### src/rtl/axis_multichannel_frame_master.sv
// AXI4-Stream master that buffers per-channel samples in a FIFO and emits them as
// complete frames of NUM_CHANNELS beats, with a programmable idle gap between frames.
module axis_multichannel_frame_master #(
  parameter int DATA_BUS_WIDTH = 32,
  parameter int ID_BUS_WIDTH   = 8,
  parameter int DEST_BUS_WIDTH = 4,
  parameter int USER_BUS_WIDTH = 8,
  parameter int NUM_CHANNELS   = 2,
  parameter int FIFO_DEPTH     = 16,
  parameter int GAP_WIDTH      = 8
) (
  input  logic                          ACLK,
  input  logic                          ARESET,
  input  logic                          s_wr,
  input  logic [DATA_BUS_WIDTH-1:0]     s_data,
  output logic                          s_full,
  output logic [$clog2(FIFO_DEPTH):0]   s_level,
  input  logic                          cfg_enable,
  input  logic [DEST_BUS_WIDTH-1:0]     cfg_dest,
  input  logic [GAP_WIDTH-1:0]          cfg_gap,
  output logic                          TVALID,
  input  logic                          TREADY,
  output logic [DATA_BUS_WIDTH-1:0]     TDATA,
  output logic [DATA_BUS_WIDTH/8-1:0]   TSTRB,
  output logic [DATA_BUS_WIDTH/8-1:0]   TKEEP,
  output logic                          TLAST,
  output logic [ID_BUS_WIDTH-1:0]       TID,
  output logic [DEST_BUS_WIDTH-1:0]     TDEST,
  output logic [USER_BUS_WIDTH-1:0]     TUSER,
  output logic [31:0]                   frame_count,
  output logic                          overflow
);

  localparam int PTR_W   = $clog2(FIFO_DEPTH);
  localparam int STRB_W  = DATA_BUS_WIDTH / 8;
  localparam int LAST_CH = NUM_CHANNELS - 1;
  localparam logic [PTR_W:0]          FRAME_LEVEL = NUM_CHANNELS[PTR_W:0];
  localparam logic [PTR_W:0]          DEPTH_LEVEL = FIFO_DEPTH[PTR_W:0];
  localparam logic [ID_BUS_WIDTH-1:0] LAST_ID     = LAST_CH[ID_BUS_WIDTH-1:0];

  typedef enum logic [1:0] {IDLE, SEND, GAP} state_t;

  logic [DATA_BUS_WIDTH-1:0] mem_q [FIFO_DEPTH];
  logic [PTR_W-1:0]          wr_ptr_q, rd_ptr_q, rd_ptr_nxt;
  logic [PTR_W:0]            count_q, count_d;
  logic                      overflow_q;
  logic                      wr_en, rd_en;

  state_t                    state_q;
  logic                      tvalid_q, tlast_q;
  logic [DATA_BUS_WIDTH-1:0] tdata_q;
  logic [ID_BUS_WIDTH-1:0]   tid_q, tid_nxt;
  logic [DEST_BUS_WIDTH-1:0] tdest_q;
  logic [USER_BUS_WIDTH-1:0] tuser_q;
  logic [GAP_WIDTH-1:0]      gap_cnt_q;
  logic [31:0]               frame_cnt_q;

  // Full is taken from the registered count, so a same-cycle pop never admits a write at full.
  assign s_full     = (count_q == DEPTH_LEVEL);
  assign s_level    = count_q;
  assign wr_en      = s_wr && !s_full;
  assign rd_en      = tvalid_q && TREADY;
  assign rd_ptr_nxt = rd_ptr_q + 1'b1;
  assign tid_nxt    = tid_q + 1'b1;

  always_comb begin
    count_d = count_q;
    case ({wr_en, rd_en})
      2'b10:   count_d = count_q + 1'b1;
      2'b01:   count_d = count_q - 1'b1;
      default: count_d = count_q;
    endcase
  end

  // NOTE: sample storage carries no reset; the pointers and count alone define which entries are valid.
  always_ff @(posedge ACLK) begin
    if (wr_en) mem_q[wr_ptr_q] <= s_data;
  end

  always_ff @(posedge ACLK) begin
    if (ARESET) begin
      wr_ptr_q   <= '0;
      rd_ptr_q   <= '0;
      count_q    <= '0;
      overflow_q <= 1'b0;
    end else begin
      if (wr_en) wr_ptr_q <= wr_ptr_q + 1'b1;
      if (rd_en) rd_ptr_q <= rd_ptr_nxt;
      count_q <= count_d;
      if (s_wr && s_full) overflow_q <= 1'b1;
    end
  end

  // Frame FSM; every stream output is a register so TVALID never follows TREADY combinationally.
  always_ff @(posedge ACLK) begin
    if (ARESET) begin
      state_q     <= IDLE;
      tvalid_q    <= 1'b0;
      tlast_q     <= 1'b0;
      tdata_q     <= '0;
      tid_q       <= '0;
      tdest_q     <= '0;
      tuser_q     <= '0;
      gap_cnt_q   <= '0;
      frame_cnt_q <= '0;
    end else begin
      case (state_q)
        IDLE: begin
          if (cfg_enable && (count_q >= FRAME_LEVEL)) begin
            state_q  <= SEND;
            tvalid_q <= 1'b1;
            tdata_q  <= mem_q[rd_ptr_q];
            tid_q    <= '0;
            tlast_q  <= (NUM_CHANNELS == 1);
            tdest_q  <= cfg_dest;
            tuser_q  <= frame_cnt_q[USER_BUS_WIDTH-1:0];
          end
        end
        SEND: begin
          if (tvalid_q && TREADY) begin
            if (tlast_q) begin
              tvalid_q    <= 1'b0;
              frame_cnt_q <= frame_cnt_q + 32'd1;
              gap_cnt_q   <= cfg_gap;
              state_q     <= (cfg_gap != '0) ? GAP : IDLE;
            end else begin
              tdata_q <= mem_q[rd_ptr_nxt];
              tid_q   <= tid_nxt;
              tlast_q <= (tid_nxt == LAST_ID);
            end
          end
        end
        GAP: begin
          // Leaving on a count of one makes the IDLE cycle the final idle cycle of the gap.
          gap_cnt_q <= gap_cnt_q - 1'b1;
          if (gap_cnt_q <= GAP_WIDTH'(1)) state_q <= IDLE;
        end
        default: state_q <= IDLE;
      endcase
    end
  end

  assign TVALID      = tvalid_q;
  assign TDATA       = tdata_q;
  assign TSTRB       = {STRB_W{tvalid_q}};
  assign TKEEP       = {STRB_W{tvalid_q}};
  assign TLAST       = tlast_q;
  assign TID         = tid_q;
  assign TDEST       = tdest_q;
  assign TUSER       = tuser_q;
  assign frame_count = frame_cnt_q;
  assign overflow    = overflow_q;

endmodule

### config.mk
export PLATFORM = sky130hd
export DESIGN_NAME = axis_multichannel_frame_master
export DESIGN_NICKNAME = d
export VERILOG_FILES = /design/src/rtl/axis_multichannel_frame_master.sv
export SDC_FILE = /design/constraint.sdc
export NUM_CORES = 1
export LEC_CHECK = 0
export CAP_MARGIN = 20
export CORE_ASPECT_RATIO = 0.7
export CORE_MARGIN = 2
export CORE_UTILIZATION = 43
export CTS_CLUSTER_DIAMETER = 80
export DETAILED_ROUTE_END_ITERATION = 16
export REMOVE_ABC_BUFFERS = 1
export SLEW_MARGIN = 40
export SYNTH_ARGS = -nofsm -noshare
export SYNTH_HDL_FRONTEND = slang
export SYNTH_SLANG_ARGS = --single-unit
export TNS_END_PERCENT = 1
### constraint.sdc
create_clock -name ACLK -period 3.7 [get_ports ACLK]
set_input_delay 0.37 -clock ACLK [delete_from_list [all_inputs] [get_ports ACLK]]
set_output_delay 0.37 -clock ACLK [all_outputs]
set_load 0.02 [all_outputs]
==> metrics.cfg <==
[clock_network]
cts_resized=0
clkTransAtPathRegs_ns=0.06
cts_setup_buffers=0
cts_tree=yes
ctsHoldBuffers=0
cts_max_level=3
clockBufferDepth=3
cts-root-buf=clkbuf_16
clock-sinks=626
clock_latency_ns=0.60
numCtsBuffers=66

[sta]
rsz0062_at_grt=false
setup_viol=0
tightest_slew_ns=0.788
slew_headroom_pct=47.4
final_hold_viol_count=0
setup_ws_ns=0.586
max_freq_mhz=321
finalMaxSlewViolations=0
fin_tns_setup_ns=0
finalCriticalPeriod_ns=3.11
clock-skew-final_ns=0.0329
period_share_pct=84.2

[setup_path]
cp.arrival_ns=3.58
cp-start-kind=register
critPathRequiredTime_ns=4.16
cp-end-kind=register
slowest_delay_ns=0.48
cpMostUsedCell=ha_1
r2r_cells=11
critPathKind=reg -> reg
reg2reg_setup_slack_ns=0.59
worstReg2RegStart=s_level[1]$_SDFFE_PP0P_
timing.rr.end=s_level[4]$_SDFFE_PP0P_
slowest_stage=or3_1
cp_max_fo=9
worstPathCellList=or3_1, o31a_1, inv_1, ha_1, xor2_1, ha_1, o21a_1, o22a_1, a21oi_1, mux2i_1, mux2_2

[synth]
synth_seq_area_share_pct=62.4
synthFlopType=edfxtp_1
ys_async_sr_fraction_pct=0
synth_area_um2=28300
ys_types=59
synth-seq-cells=626
netlist_instances=1647
synth-edff-count=512
yosysWarnings=0
syn_area_per_cell_um2=17.2

[status]
status=finished, final reports clean

[detailed_routing]
drtPass1Iterations=6
wl_um=73200
dr.first_iter.drc_count=1774
avgRoutedWirePerCell_um=26.8
vias=16400
drc=0
viasPerCell=6.01
ant_nets=0

[floorplanning]
start_util_pct=43.6
die_area_um2=67900
die_x_um=311
io_pins=150
die-height_um=219
core.rowCount=78
core-area_um2=65000

[placement]
place_ws_ns=0.575
portBuffers=149
placed_cell_area_um2=31200
dpl.hpwl_um=42800
gp_congestion=0.785

[global_routing]
grt_max_degree=81
antenna_found_initial=1
grt_pass1_vias=16600
grt_pass1_wl_um=109000
grt_use_total_pct=21.6
overflow=0

[finish]
area_growth_pct=17.8
final_area_um2=33300
n_fill_cell=5188
layout.nets=1860
antennaDiodeCount=0
layout-drive-gt1-share_pct=24.3

[pwr]
p_clk_share_pct=41.7
pwr-share-comb_pct=7.9
p_leak_nw=9.99
powerDensity_nw_per_um2=466
cell_internal_pwr_w=0.0121
power_w=0.0155
power.switching_w=0.00346
pwr-share-seq_pct=50.4
vdd_ir_drop_max_mv=0.399
sw_frac_of_total_pct=22.3

[run]
drv_cap=0

[min_path]
hold_depth=2
hold_path_end=TDATA[30]$_SDFFE_PP0P_
worst_hold_path_type=in -> reg
min_from=ARESET

-- worst max-delay path: cells and delay by family, from the launching register on --
family / cells / cell delay [ns]
buffers and inverters: 1 / 0.10
AO/OA/AOI/OAI: 4 / 0.83
XOR/XNOR: 1 / 0.11
flip-flops: 1 / 0.39
multiplexers: 2 / 0.56
adder cells (fa/ha/maj): 2 / 0.54
AND/OR/NAND/NOR: 1 / 0.48
-- cell usage after synthesis, drive strengths merged, types with 3 or more instances --
cell type / n / share of area, %
a221o: 31 / 1.1
or3: 17 / 0.38
a211oi: 35 / 0.93
a21oi: 86 / 1.5
nor3: 16 / 0.30
nor2: 65 / 0.86
nand2b: 3 / 0.066
nand3b: 6 / 0.17
xnor2: 17 / 0.53
nor2b: 37 / 0.82
and3: 8 / 0.18
nand4: 5 / 0.19
and4: 4 / 0.13
inv: 16 / 0.21
ha: 14 / 0.62
edfxtp: 512 / 54
nand3: 15 / 0.28
nand2: 55 / 0.73
o21ai: 22 / 0.39
clkbuf: 65 / 0.86
o22ai: 31 / 0.69
o211ai: 5 / 0.15
buf: 62 / 1.2
mux2i: 100 / 3.5
or4: 3 / 0.080
and2: 4 / 0.088
mux4: 256 / 20
dfxtp: 114 / 8.1
nor4: 9 / 0.20
xor2: 12 / 0.37
-- state kept, by name (all words and copies together) (netlist names), named ones only --
name,flops
mem_q,512
TDATA,32
frame_count,32
TID,8
TUSER,8
gap_cnt_q,8
s_level,5
TDEST,4
rd_ptr_q,4
wr_ptr_q,4
state_q,2
TLAST,1
TVALID,1
overflow,1
-- area by class of cell --
type                    instances  area [um2]  area share (%)
clock inverters                31         285           0.856
flip-flops and latches        626       17700            53.0
well taps                     880        1100            3.30
inverters                      16        60.1           0.180
multi-input cells             878       10200            30.5
repair buffers                209        2230            6.68
clock buffers                  87        1810            5.44
-- placed cells by master (no fill, tap or decap), types with 37 or more instances in the layout --
cell | Yosys | final
dfxtp_1 | 114 | 110
a21oi_1 | 86 | 86
nor2b_1 | 37 | 37
clkbuf_16 | 0 | 69
clkdlybuf4s50_1 | 0 | 148
edfxtp_1 | 512 | 512
mux4_2 | 256 | 256
nand2_1 | 55 | 55
mux2i_1 | 100 | 100
nor2_1 | 65 | 52
-- worst max-delay path by stage --
stage                              from                      end  slack (ns)  cells after the start
2_1_floorplan  rd_ptr_q[0]$_SDFFE_PP0N_   TDATA[29]$_SDFFE_PP0P_       -7.51                      5
3_5_place_dp    s_level[1]$_SDFFE_PP0P_  s_level[4]$_SDFFE_PP0P_        0.57                     11
3_3_place_gp    s_level[1]$_SDFFE_PP0P_  s_level[4]$_SDFFE_PP0P_        0.65                     11
4_1_cts         s_level[1]$_SDFFE_PP0P_  s_level[4]$_SDFFE_PP0P_        0.56                     11
6_report        s_level[1]$_SDFFE_PP0P_  s_level[4]$_SDFFE_PP0P_        0.59                     11
5_1_grt         s_level[1]$_SDFFE_PP0P_  s_level[4]$_SDFFE_PP0P_        0.39                     11
-- metal layers --
layer  routed length [um]  vias to the layer above  global-route usage, %
met2                33700                      651                   33.4
met1                32400                     8539                   31.5
met5                   11                        -                      0
met4                 1450                        2                   5.33
li1                     -                     7100                      -
met3                 5590                       96                   4.38
-- cell families after synthesis --
family                   Yosys count  share of synthesized area, %
adder cells (fa/ha/maj)           14                         0.619
buffers and inverters            143                          2.29
XOR/XNOR                          29                         0.897
AO/OA/AOI/OAI                    225                          5.22
flip-flops                       626                          62.4
AND/OR/NAND/NOR                  252                          4.62
multiplexers                     358                          24.0
-- power by group through the flow --
stage / combinational (W) / clock (W) / sequential (W)
floorplan: 0.000687 / 0 / 0.00808
global placement: 0.00121 / 0 / 0.00797
detailed placement: 0.00123 / 0 / 0.00797
CTS: 0.00123 / 0.00661 / 0.00782
global route: 0.00131 / 0.00693 / 0.00783
finish: 0.00122 / 0.00648 / 0.00782
-- stage by stage --
step | hold slack (ns) | instances | util, %
floorplan | 0.439 | 1520 | -
global placement | 0.442 | 2609 | 48.1
detailed placement | 0.449 | 2609 | 48.1
CTS | 0.0855 | 2727 | 51.3
global route | 0.114 | 2727 | 51.3
finish | 0.132 | 2727 | 51.3
Note: power is estimated with default switching activity, not from simulation.
